**config.mk**
```make
export PLATFORM = sky130hd
export DESIGN_NAME = velocity_ramp
export DESIGN_NICKNAME = d
export VERILOG_FILES = /design/src/rtl/motion_pkg.sv /design/src/rtl/tick_divider.sv /design/src/rtl/velocity_ramp.sv
export SDC_FILE = /design/constraint.sdc
export NUM_CORES = 1
export LEC_CHECK = 0
export ABC_CLOCK_PERIOD_IN_PS = 6730
export CORE_ASPECT_RATIO = 1.25
export CORE_UTILIZATION = 56
export DETAILED_ROUTE_END_ITERATION = 10
export PLACE_DENSITY = 0.8
export SLEW_MARGIN = 10
export SYNTH_ARGS = -nofsm -noshare
export SYNTH_HDL_FRONTEND = slang
export SYNTH_HIERARCHICAL = 1
export SYNTH_SLANG_ARGS = --single-unit
```
**constraint.sdc**
```tcl
create_clock -name clk -period 6.73 [get_ports clk]
set_input_delay 2.019 -clock clk [delete_from_list [all_inputs] [get_ports clk]]
set_output_delay 2.019 -clock clk [all_outputs]
set_load 0.02 [all_outputs]
```
**src/rtl/motion_pkg.sv**
```systemverilog
// Shared motion-control definitions: velocity word layout (two's complement,
// F fraction bits plus sign) and the watchdog-disable encoding.
package motion_pkg;

    localparam int VEL_F_DEFAULT = 10;
    localparam int WD_DISABLED   = 0;

    function automatic int vel_width(input int f);
        return f + 1;
    endfunction

    // Sign bit sits directly above the fraction bits, as in stepgen.
    function automatic int vel_sign_bit(input int f);
        return f;
    endfunction

endpackage

```
**src/rtl/tick_divider.sv**
```systemverilog
// Update-rate divider: one-cycle registered strobe every update_div+1 clocks.
module tick_divider #(
    parameter int D = 16
) (
    input  logic         clk,
    input  logic         reset,
    input  logic [D-1:0] update_div,
    output logic         tick
);

    logic [D-1:0] div_cnt;

    // >= rather than == so a lowered update_div takes effect at once.
    always_ff @(posedge clk) begin
        if (reset) begin
            div_cnt <= '0;
            tick    <= 1'b0;
        end else if (div_cnt >= update_div) begin
            div_cnt <= '0;
            tick    <= 1'b1;
        end else begin
            div_cnt <= div_cnt + D'(1);
            tick    <= 1'b0;
        end
    end

endmodule

```
**src/rtl/velocity_ramp.sv**
```systemverilog
// Acceleration-limited velocity source feeding stepgen: one-entry command slot,
// per-tick slew toward target, and a watchdog that ramps to zero on host loss.
module velocity_ramp
    import motion_pkg::*;
#(
    parameter int F  = VEL_F_DEFAULT,
    parameter int A  = 8,
    parameter int D  = 16,
    parameter int WD = 24
) (
    input  logic          clk,
    input  logic          reset,
    input  logic          cmd_valid,
    output logic          cmd_ready,
    input  logic [F:0]    cmd_velocity,
    input  logic [A-1:0]  accel,
    input  logic [D-1:0]  update_div,
    input  logic [WD-1:0] wd_timeout,
    output logic [F:0]    velocity,
    output logic          tick,
    output logic          at_target,
    output logic          wd_tripped
);

    localparam int VW = vel_width(F);
    localparam int SB = vel_sign_bit(F);

    logic [F:0]    target, pending;
    logic          pending_flag;
    logic [WD-1:0] wd_cnt;

    logic [F:0]    target_n, pending_n, vel_n, slew_vel;
    logic          pflag_n, trip_n;
    logic [WD-1:0] wd_cnt_n;
    logic          accept, wd_term;

    logic signed [F+1:0] diff;
    logic [F+1:0]        tgt_x, vel_x, mag, acc_x;

    tick_divider #(.D(D)) u_div (
        .clk        (clk),
        .reset      (reset),
        .update_div (update_div),
        .tick       (tick)
    );

    assign accept  = cmd_valid && cmd_ready;
    assign wd_term = (wd_timeout != WD'(WD_DISABLED)) &&
                     (wd_cnt == wd_timeout - WD'(1)) && !accept;

    // One extra bit of headroom so target - velocity never wraps.
    always_comb begin
        tgt_x = {target[SB], target};
        vel_x = {velocity[SB], velocity};
        acc_x = {{(F+2-A){1'b0}}, accel};
        diff  = $signed(tgt_x) - $signed(vel_x);
        mag   = diff[F+1] ? F'(0) - diff : diff;
        if (mag <= acc_x)
            slew_vel = target;
        else if (diff[F+1])
            slew_vel = VW'(vel_x - acc_x);
        else
            slew_vel = VW'(vel_x + acc_x);
    end

    always_comb begin
        target_n  = target;
        pending_n = pending;
        pflag_n   = pending_flag;
        vel_n     = velocity;
        trip_n    = wd_tripped;
        wd_cnt_n  = wd_cnt;
        // Velocity slews toward the pre-tick target; a new target bites next tick.
        if (tick) begin
            vel_n = slew_vel;
            if (pending_flag) begin
                target_n = pending;
                pflag_n  = 1'b0;
            end
        end
        if (accept) begin
            pending_n = cmd_velocity;
            pflag_n   = 1'b1;
            trip_n    = 1'b0;
            wd_cnt_n  = '0;
        end else begin
            if (wd_cnt != '1)
                wd_cnt_n = wd_cnt + WD'(1);
            if (wd_term) begin
                trip_n   = 1'b1;
                target_n = '0;
                pflag_n  = 1'b0;
            end
        end
    end

    always_ff @(posedge clk) begin
        if (reset) begin
            velocity     <= '0;
            target       <= '0;
            pending      <= '0;
            pending_flag <= 1'b0;
            cmd_ready    <= 1'b1;
            at_target    <= 1'b1;
            wd_tripped   <= 1'b0;
            wd_cnt       <= '0;
        end else begin
            velocity     <= vel_n;
            target       <= target_n;
            pending      <= pending_n;
            pending_flag <= pflag_n;
            cmd_ready    <= !pflag_n;
            at_target    <= (vel_n == target_n);
            wd_tripped   <= trip_n;
            wd_cnt       <= wd_cnt_n;
        end
    end

endmodule

```
# Yosys cells after proc, flatten, opt, wreduce, memory -nomap -nowiden
# Index checks and enable logic that the tools add are counted.
classes:
  n_eq_ne: 3
  magnitude_cmp: 2
  mux: 12
  n_addsub: 7
  reduce_logical: 8
op_table:
  columns: ["cell", "n"]
  rows:
  - ["$mux W11", 7]
  - ["$add A24 B1 Y24 const B", 1]
  - ["$eq A24 B24 Y1", 1]
  - ["$ne A24 B24 Y1 const B", 1]
  - ["$reduce_bool A24 Y1", 1]
  - ["$sub A24 B1 Y24 const B", 1]
  - ["$add A16 B1 Y16 const B", 1]
  - ["$ge A16 B16 Y1", 1]
  - ["$le A12 B8 Y1", 1]
  - ["$mux W12", 1]
  - ["$sub A1 B12 Y12 const A", 1]
  - ["$sub A11 B11 Y12", 1]
  - ["$add A11 B9 Y11", 1]
  - ["$eq A11 B11 Y1", 1]
  - ["$sub A11 B9 Y11", 1]
  - ["$mux W1", 4]
  - ["$reduce_or A2 Y1", 2]
  - ["$logic_and A1 B1 Y1", 3]
  - ["$logic_not A1 Y1", 2]
word_totals:
  ff_bits: 78

# Depth between registers and ports, before layout
# Gate-level depths: netlist (run 1).
logic_depth:
  word_depth: 7
  depth_mapped: 24
  ltp_nobuf: 22

# Modules after synthesis
# Netlist (run 1), hierarchy kept.
by_module_without_submodules:
  columns: ["module", "instances", "area_per_inst_um2", "cells_each"]
  rows:
  - ["velocity_ramp", 1, 5527.8, 710]
  - ["tick_divider", 1, 1209.9, 130]

# Worst setup path after synthesis (run 1)
# OpenSTA, ideal clock, no wires.
synth_path:
  path_kind: "input port to flip-flop"
  start: "input accel[1]"
  end: "register at_target"
  path_slack_ps: 1850
  arrival_time_ps: 4754
  setup_time_ps: 126
  n_path_buf: 0
  stages: 16
  cell_sequence: "inv_1 -> ha_1 -> a41oi_1 -> xnor2_1 -> ha_1 -> or2_2 -> a21oi_1 -> a21oi_1 -> a31oi_1 -> xor2_1 -> nand2_1 -> mux2_2 -> o31a_1 -> a31o_2 -> o31ai_1 -> o41ai_2"
synth_between:
  elab_chain_len: 5
  word_cells_on_any_way: 7
  cone_classes: "add/sub (2); order compare (1); eq/ne (1); mux (3)"
synth_rtl:
  columns: ["element", "line", "rtl"]
  rows:
  - ["from (decl)", "velocity_ramp.sv:16", "input logic [A-1:0] accel,"]
  - ["$add A11 B9 Y11 / $sub A11 B9 Y11 (equally long branches)", "velocity_ramp.sv:63, velocity_ramp.sv:61", null]
  - ["$mux W11", "velocity_ramp.sv:60", "else if (diff[F+1])"]
  - ["$mux W11 *", "velocity_ramp.sv:58", "if (mag <= acc_x)"]
  - ["$mux W11 *", "velocity_ramp.sv:74", "if (tick) begin"]
  - ["$eq A11 B11 Y1 *", "velocity_ramp.sv:113", "at_target <= (vel_n == target_n);"]
  - ["to (signal assigned)", "velocity_ramp.sv:113", null]
  - ["to (decl)", "velocity_ramp.sv:21", "output logic at_target,"]
# Mark *: on every way between the ends. The rest lies on a longest branch, timed or not.
# A chain may end at the register's enable or synchronous reset.

# Worst setup path in the final report (run 1)
layout_path:
  start: "input wd_timeout[0]"
  end: "register at_target"
layout_between:
  elab_chain_len: 7
  word_cells_on_any_way: 8
  cone_classes: "add/sub (1); eq/ne (2); mux (2); reduce/logical (3)"
layout_rtl:
  columns: ["element", "line", "rtl"]
  rows:
  - ["from (decl)", "velocity_ramp.sv:18", "input logic [WD-1:0] wd_timeout,"]
  - ["$sub A24 B1 Y24", "velocity_ramp.sv:49", "(wd_cnt == wd_timeout - WD'(1)) && !accept;"]
  - ["$eq A24 B24 Y1", "velocity_ramp.sv:49", null]
  - ["$logic_and A1 B1 Y1 *", "velocity_ramp.sv:48", "assign wd_term = (wd_timeout != WD'(WD_DISABLED)) &&"]
  - ["$logic_and A1 B1 Y1 *", "velocity_ramp.sv:49", null]
  - ["$mux W11 *", "velocity_ramp.sv:89", "if (wd_term) begin"]
  - ["$mux W11 *", "velocity_ramp.sv:81", "if (accept) begin"]
  - ["$eq A11 B11 Y1 *", "velocity_ramp.sv:113", null]
# Marked as above.

==> results by stage, run 1 <==
Setup path:
- Walking the worst path, the cells encountered are clkdlybuf4s50_1, inv_1, ha_1, nor4b_1, nand2_1, xnor2_1, a2111oi_0, and4_1, nand3_1, nor4b_4, a21o_1, and3_1, o21a_1, o21ai_1, o41ai_2.
- The data required time at the worst endpoint is between 6 and 7 ns.
- The category of the critical setup timing path is in -> reg.
- Among all stages on the critical path, the largest delay is contributed by sky130_fd_sc_hd__nor4b_4.
- The worst setup path is launched from an input port.
- The critical path capture point type is a flop.
- The largest stage delay on the critical path is 0.71 ns.
- STA puts the critical path data arrival time at just under 6 ns.
- The peak fanout along the critical path is 13.

CTS:
- CTS built an H-tree with a depth of 3.
- For the worst-skew pair, the clock arrives at the later sink with an insertion delay of ~0.34 ns.
- For this design, the CTS-stage hold fixing added 0 buffers.
- The number of setup buffers added after CTS is 0.
- The tree is rooted in a sky130_fd_sc_hd__clkbuf_16.
- The number of buffers created by CTS is 9.
- Counting along the longest clock path gives a buffer depth of 2.
- The total clock sinks is 78.
- The number of gates resized after cts is 0.
- Clock-pin slew was measured on the worst setup and hold paths at 0.06 ns.
- TritonCTS built the clock tree.

Power and ir drop:
- The power spent charging and discharging nets is 0.278 mW.
- The sequential cell fraction of total power is 0.441.
- The share of total power dissipated in the clock network is 0.424.
- Summing internal, switching and leakage power gives around 1.1 mW.
- The worst vdd rail ir drop is about 120 uV.
- The internal power summed over all cells is 0.801 mW.
- The logic gate share of total power is 0.135.
- Of the total power, the share spent switching nets is 0.258.
- For this design the ratio of total power to cell area is 137 nW/um^2.
- The standby leakage power is around 3.2 nW.

STA:
- Setup repair after global routing left no endpoint under its margin.
- The number of failing setup endpoints in the final timing report is 0.
- The slew at the pin closest to its max-slew limit is 1.10 ns.
- The maximum operating frequency is 179 MHz.
- The worst clock skew is 0.00533 ns.
- The number of max-slew violations in the final report is 0.
- The final cycle utilization of the critical path is 0.832.
- The final hold violation count was 0.
- The worst pin sits at a relative slew slack of 0.260.
- The worst path needs between 5 and 6 ns of the cycle, external delays included.
- The setup TNS after final layout is 0 ns.

Placement:
- Once detailed placement completed, the half-perimeter wirelength came to 13000 microns.
- At the end of routability-driven placement, the weighted congestion stood at 0.877.
- Input and output buffers added on the ports amount to 76.

Floorplanning:
- The die covers 12500 sq um.
- Measured along the x axis, the die boundary spans 100 microns.
- For this design the top-level I/O count stands at between 70 and 80.
- The core footprint is 11700 sq um.
- For this configuration, the core starts out at a cell density of 0.577.
- The height of the die is 125 microns.
- The standard-cell row count is 44.

Synth:
- The register bit count reported by yosys is 78.
- The number of warnings reported in the yosys synthesis log is 6.
- Counting flops with an async set or reset pin after synthesis yields a share of 0.
- Dividing the synthesized area by the synthesized cell count gives 8.02 sq um.
- The netlist uses 95 different library cells.
- Of the synthesized area, sequential elements account for 0.232.
- The primary flip-flop cell chosen by synthesis mapping is sky130_fd_sc_hd__dfxtp_1.
- Counting every net in the synthesized netlist gives 955.
- Counting flops with a built-in enable in the synthesized netlist gives 0.
- The mapped netlist covers between 6000 and 7000 sq um.
- The cell count after synthesis came out at 840.

Detailed routing:
- The sum of routed wire length over all layers is 16100 microns.
- The first routing iteration left about 240 violations.
- The count of unresolved DRC violations after routing is 0.
- The per-cell via count in the routed design is 5.75.
- The routed layout has 6129 vias.
- The detail route stage leaves a number of antenna-violating nets equal to 0.
- The first-pass detailed-route iteration total is 5.
- In the final routed layout, each cell accounts on average for 15.1 microns.

Outcome:
- The run finished with clean final reports.

Global routing:
- The initial antenna violation count is 0.
- The pin count of the biggest net entering global routing is 36.
- The first global-routing pass estimated 26800 microns of wire.
- Global routing finished with a remaining overflow of 0.
- For this run, the total global-route usage over all layers was measured as 0.267.
- The via count of the first global-routing pass is 5920.

Flow run:
- The count of maximum capacitance violations is 0.

Layout:
- After the last flow step, the layout net total stands at 1016.
- The growth of design area from synthesis to finish is 16.6%.
- Of the cells placed in the final design, the portion with a size suffix greater than 1 is 0.0762.
- The diode insertion count for antenna repair is 0.

Hold path:
- The classification of the worst-slack hold path is reg -> reg.
## power by group through the flow
stage	clock network (mW)	logic (mW)	registers (mW)
3_3_place_gp	0	0.143	0.486
6_report	0.457	0.145	0.476
5_1_grt	0.480	0.161	0.477
4_1_cts	0.460	0.146	0.476
3_5_place_dp	0	0.145	0.486
2_1_floorplan	0	0.0814	0.484
## cells in the mapped netlist, types with 16 or more instances
cell type	instances	area, sq um
sky130_fd_sc_hd__o21ai_0	27	135
sky130_fd_sc_hd__nor2_1	79	297
sky130_fd_sc_hd__xnor2_1	40	350
sky130_fd_sc_hd__mux2i_1	18	180
sky130_fd_sc_hd__dfxtp_1	78	1560
sky130_fd_sc_hd__and3_1	22	138
sky130_fd_sc_hd__nand2_1	74	278
sky130_fd_sc_hd__inv_1	55	206
sky130_fd_sc_hd__nor3_1	29	145
sky130_fd_sc_hd__xor2_1	51	447
sky130_fd_sc_hd__nand4_1	16	100
sky130_fd_sc_hd__nand3_1	29	145
sky130_fd_sc_hd__a21oi_1	49	245
sky130_fd_sc_hd__clkbuf_1	18	67.6
sky130_fd_sc_hd__ha_1	51	638
## kinds of logic after synthesis
kind of cell    count (synthesis)  share of synthesized area
compound gates                172                      0.187
mux                            24                     0.0401
fa+ha+maj                      53                      0.101
flops                          78                      0.232
buf+inv                        86                     0.0542
simple gates                  336                      0.268
xor+xnor                       91                      0.118
## placed cells by master, fill, tap and decap left out, drive strengths merged, types with 7 or more instances in the layout
cell type	instances
xnor2	40
nand2	75
a21oi	49
nand3	30
o31ai	8
xor2	51
nor4	11
nor2	79
or3	9
inv	56
nand2b	8
mux2i	19
clkbuf	11
nand4	16
and3	22
dfxtp	78
a21o	11
clkdlybuf4s50	76
ha	51
a211oi	7
nor3	41
nor2b	12
o21ai	31
## layer usage
layer | vias up | global-route usage | part of all wire
met2 | 136 | 0.488 | 0.51
met3 | 40 | 0.0387 | 0.031
li1 | 3125 | - | -
met4 | 0 | 0.118 | 0.032
met1 | 2828 | 0.301 | 0.42
met5 | - | 0 | 0
## critical path: cells and delay by family
| kind | cells | cell delay, ns |
|---|---|---|
| buf+inv | 2 | 0.63 |
| fa+ha+maj | 1 | 0.44 |
| simple gates | 6 | 1.74 |
| xor+xnor | 1 | 0.15 |
| compound gates | 5 | 0.87 |
## flip-flops by register name (all words and copies together), names as in the netlist
signal and cells:
wd_cnt 24, u_div/div_cnt 16, pending 11, target 11, velocity 11, at_target 1
cmd_ready 1, pending_flag 1, u_div/tick 1, wd_tripped 1
## layout make-up
class	count	area, sq um
Clock buffer	11	243
Fill cell	1028	3820
Sequential cell	78	1560
Tap cell	161	201
Inverter	55	206
Multi-Input combinational cell	676	4810
Clock inverter	4	32.5
Timing Repair Buffer	81	798
## final timing paths
check	slack, ns	start	cells after the start	end
worst min-delay path	0.45	pending[1]$_SDFFE_PP0P_	2	pending[1]$_SDFFE_PP0P_
worst min register to register	0.45	pending[1]$_SDFFE_PP0P_	2	pending[1]$_SDFFE_PP0P_
worst max register to register	1.26	velocity[4]$_SDFF_PP0_	22	at_target$_SDFF_PP1_
worst max-delay path	1.13	wd_timeout[0]	15	at_target$_SDFF_PP1_
## stage by stage
stage	setup slack, ns	area, sq um	hold slack, ns	std cells	utilization
floorplan	1.85	6740	0.432	840	-
global placement	0.878	7580	0.443	1051	0.649
detailed placement	0.810	7580	0.448	1051	0.649
CTS	1.18	7850	0.456	1066	0.673
global route	0.743	7850	0.479	1066	0.673
finish	1.13	7850	0.454	1066	0.673
No activity file was read; power rests on OpenSTA's default activity.
==> inputs of run 2 (changes only) <==
ABC_CLOCK_PERIOD_IN_PS = 5100   (was 6730)
CORE_UTILIZATION = 52   (was 56)
PLACE_DENSITY = 0.78   (was 0.8)
clock period = 5.1 ns   (was 6.73 ns; I/O delays follow)
==> run 2 against run 1 <==
Against the previous run:
- worst setup slack worse by 0.97 ns
- via count up 5.7%
- flip-flop and latch count unchanged
- clock skew about the same
- utilization down 1.1 points
- combinational power up 37%
- largest cell class unchanged
==> results by stage, run 2 (synthesized netlist as in run 1, its figures left out) <==
Layout:
- The number of flip-flops under the largest register name is 24 (unchanged).
- The layout cell share with drive strength beyond 1 is 0.135 (+0.0586).
- The register ranked first by flip-flop count is wd_cnt.
- In the final layout, the registers with the most flip-flops are wd_cnt (24), u_div/div_cnt (16).
- Leaving out fill and tap cells, the most frequent cell in the layout is sky130_fd_sc_hd__nor2_1.
- In the layout the commonest cells are sky130_fd_sc_hd__nor2_1, sky130_fd_sc_hd__dfxtp_1, sky130_fd_sc_hd__clkdlybuf4s50_1.
- The net count reported at finish came to 1067 (+5.0%).
- From synthesis to final layout, the design area changed by 24.3%.
- The diode insertion count for antenna repair is 0 (unchanged).

Floorplanning:
- The starting utilization of the core area was 0.532 (-0.0452).
- The standard-cell row count is 46 (+4.5%).
- The area of the die was 13400 sq um (+7.5%).
- The die width was 104 microns (+3.7%).
- The number of top-level design ports is 77 (unchanged).
- The core footprint is 12700 sq um (+8.5%).
- The height of the die is 129 microns (+3.7%).

Detailed routing:
- The sum of routed wire length over all layers is 17500 microns (+8.3%).
- The first-pass detailed-route iteration total is 5 (unchanged).
- The via total after detailed routing is 6480 (+5.7%).
- The final antenna-violating net count is 0 (unchanged).
- The topmost layer with routed signal wires is met4.
- The wire length the detailed router placed on met1 is 7040 microns (+3.2%).
- The length of routed met3 wiring is 592 microns (+17%).
- The number of design-rule violations left by the first detailed-router iteration is 343 (+42%).
- The average wire per cell in the routed design is 15.5 microns (+2.6%).
- The per-cell via count in the routed design is 5.76 (+0.18%).
- The count of unresolved DRC violations after routing is 0 (unchanged).
- The detailed route wirelength on metal2 was 9060 microns (+9.3%).

Setup path:
- The peak fanout along the critical path was 6 (-7).
- The kind of start point of the critical path is a flop.
- The category of the critical setup timing path is reg -> reg.
- The data required time at the worst endpoint is 5.33 ns (-1.65 ns).
- The critical path goes through inv_1, ha_1, a21o_1, a211o_1, o2111a_2, o31ai_1, buf_4, o31ai_1, xor2_1, ha_1, a21o_1, a21o_1, a21o_1, o22ai_1, buf_4, o221a_4, nand2_4, buf_4, mux2_2, o21ai_0, and3_1, o31ai_2, o41ai_2.
- The worst reg2reg path startpoint is velocity[4]$_SDFF_PP0_.
- The largest stage delay on the critical path is 0.34 ns (-0.37 ns).
- The arrival time at the worst endpoint is 5.17 ns (-0.68 ns).
- The critical path capture point type is a flop.
- The cell count of the worst reg-to-reg path is 23 (+4.5%).
- The register-to-register setup slack came to 0.16 ns (-1.10 ns).
- The most used cell along the critical path is sky130_fd_sc_hd__a21o_1.
- The most critical setup path has its startpoint at velocity[4]$_SDFF_PP0_.
- The worst flop-to-flop path endpoint is at_target$_SDFF_PP1_.
- The master of the slowest instance on the critical path is sky130_fd_sc_hd__dfxtp_1.

Hold path:
- The classification of the worst-slack hold path is reg -> reg.
- The end point of the most critical hold path is pending[4]$_SDFFE_PP0P_.
- The beginning of the worst hold path is pending[4]$_SDFFE_PP0P_.
- The worst hold path depth came to 2 (unchanged).

CTS:
- The total setup buffers inserted after CTS came to 0 (unchanged).
- The number of buffers created by CTS came to 9 (unchanged).
- The clock latency reported for the late side of the worst-skew pair came to 0.33 ns (about the same).
- The count of H-tree levels built during CTS is 3 (unchanged).
- The clock-pin transition on the worst setup and hold timing paths is 0.06 ns (about the same).
- The maximum count of clock buffers along a single path is 2 (unchanged).
- The hold buffer count at CTS is 0 (unchanged).
- The CTS tree is built.
- The total clock sinks came to 78 (unchanged).
- The tree is rooted in a sky130_fd_sc_hd__clkbuf_16.
- The number of gates resized after cts is 0 (unchanged).

STA:
- The shortest period the worst path allows is around 5 ns.
- The worst slew slack as a fraction of its limit was 0.209 (-0.0519).
- The number of failing setup endpoints in the final timing report was 0 (unchanged).
- The maximum operating frequency is 202 MHz.
- The worst clock skew is 0.00548 ns (+0.000154 ns).
- The number of max-slew violations in the final report came to 0 (unchanged).
- In the finished design, the share of the clock period the worst path needs comes to 0.968.
- The slew at the pin closest to its max-slew limit came to 1.18 ns (+0.0771 ns).
- Setup repair after global routing left no endpoint under its margin.
- The final setup slack of the worst path came to 0.162 ns (-0.970 ns).
- The final hold violation count is 0 (unchanged).

Power and ir drop:
- The standby leakage power is 3.54 nW (+9.3%).
- The overall power after layout is 1.48 mW (+37%).
- The power spent charging and discharging nets is 0.353 mW (+27%).
- The sequential cell fraction of total power came to 0.424 (-0.017).
- The switching power share of the total was 0.238 (-0.0194).
- The logic gate share of total power came to 0.135 (about the same).
- The internal power summed over all cells is 1.13 mW (+41%).
- The power density of the placed cells is 177 nW/um^2 (+29%).
- The worst vdd rail ir drop is 225 uV (+81%).
- The part of the power in the clock network is 0.441 (+0.017).

Global routing:
- The pin count of the biggest net entering global routing is 26 (-28%).
- The first-pass GRT wire length is 29100 microns (+8.7%).
- The via count of the first global-routing pass was 6295 (+6.3%).
- The initial antenna violation count is 0 (unchanged).
- The global routing usage summed across all routing layers is 0.267 (+0.000601).
- The remaining global-route overflow is 0 (unchanged).

Placement:
- The number of I/O port buffers is 76 (unchanged).
- The minimum setup slack after placement was -0.0497 ns (-0.859 ns).
- The final HPWL from detailed placement is 13800 microns (+6.1%).
- The final weighted congestion in routability-driven placement is 0.946 (+7.9%).

Flow run:
- The count of maximum capacitance violations is 0 (unchanged).

Outcome:
- The flow ran to the end, and the final reports show no timing, DRC or antenna violations.
## run 2: layout make-up
| class | count | area [sq um] |
|---|---|---|
| flip-flops and latches | 78 | 1560 |
| fillers | 1094 | 4280 |
| clock inverters | 4 | 53.8 |
| inverters | 55 | 206 |
| well taps | 168 | 210 |
| multi-input cells | 676 | 4890 |
| clock buffers | 12 | 256 |
| repair buffers | 132 | 1200 |
## run 2: layer usage
layer,vias to the layer above,track usage
met5,-,0
met4,0,0.147
met3,47,0.0262
met2,160,0.506
met1,3043,0.295
li1,3230,-
## run 2: power groups by stage
stage          clock, mW  combinational [mW]  sequential (mW)
2_1_floorplan          0               0.107            0.639
6_report           0.653               0.199            0.629
5_1_grt            0.692               0.220            0.630
3_5_place_dp           0               0.197            0.642
3_3_place_gp           0               0.194            0.641
4_1_cts            0.662               0.199            0.628
## run 2: stage by stage
| stage | std cells | hold WS (ns) | utilization | instance area, sq um | setup TNS, ns |
|---|---|---|---|---|---|
| after floorplan | 840 | 0.432 | - | 6740 | 0 |
| after CTS | 1125 | 0.458 | 0.655 | 8290 | 0 |
| after global routing | 1125 | 0.474 | 0.662 | 8380 | 0 |
| final | 1125 | 0.457 | 0.662 | 8380 | 0 |
| after global placement | 1109 | 0.439 | 0.630 | 7980 | 0 |
| after detailed placement | 1109 | 0.447 | 0.630 | 7980 | -0.0497 |
## run 2: worst max path at each step
stage | end | slack [ns] | cells after the start
finish | at_target$_SDFF_PP1_ | 0.16 | 23
global placement | at_target$_SDFF_PP1_ | 0.006 | 20
floorplan | at_target$_SDFF_PP1_ | 0.24 | 21
detailed placement | at_target$_SDFF_PP1_ | -0.05 | 19
global route | at_target$_SDFF_PP1_ | 0.003 | 23
CTS | at_target$_SDFF_PP1_ | 0.02 | 23
## run 2: critical path, delay by kind of cell, from the launching register on
family | cells | cell delay (ns)
XOR/XNOR | 1 | 0.16
adder cells (fa/ha/maj) | 2 | 0.61
multiplexers | 1 | 0.27
AO/OA/AOI/OAI | 13 | 2.54
flip-flops | 1 | 0.34
AND/OR/NAND/NOR | 2 | 0.33
buffers and inverters | 4 | 0.56
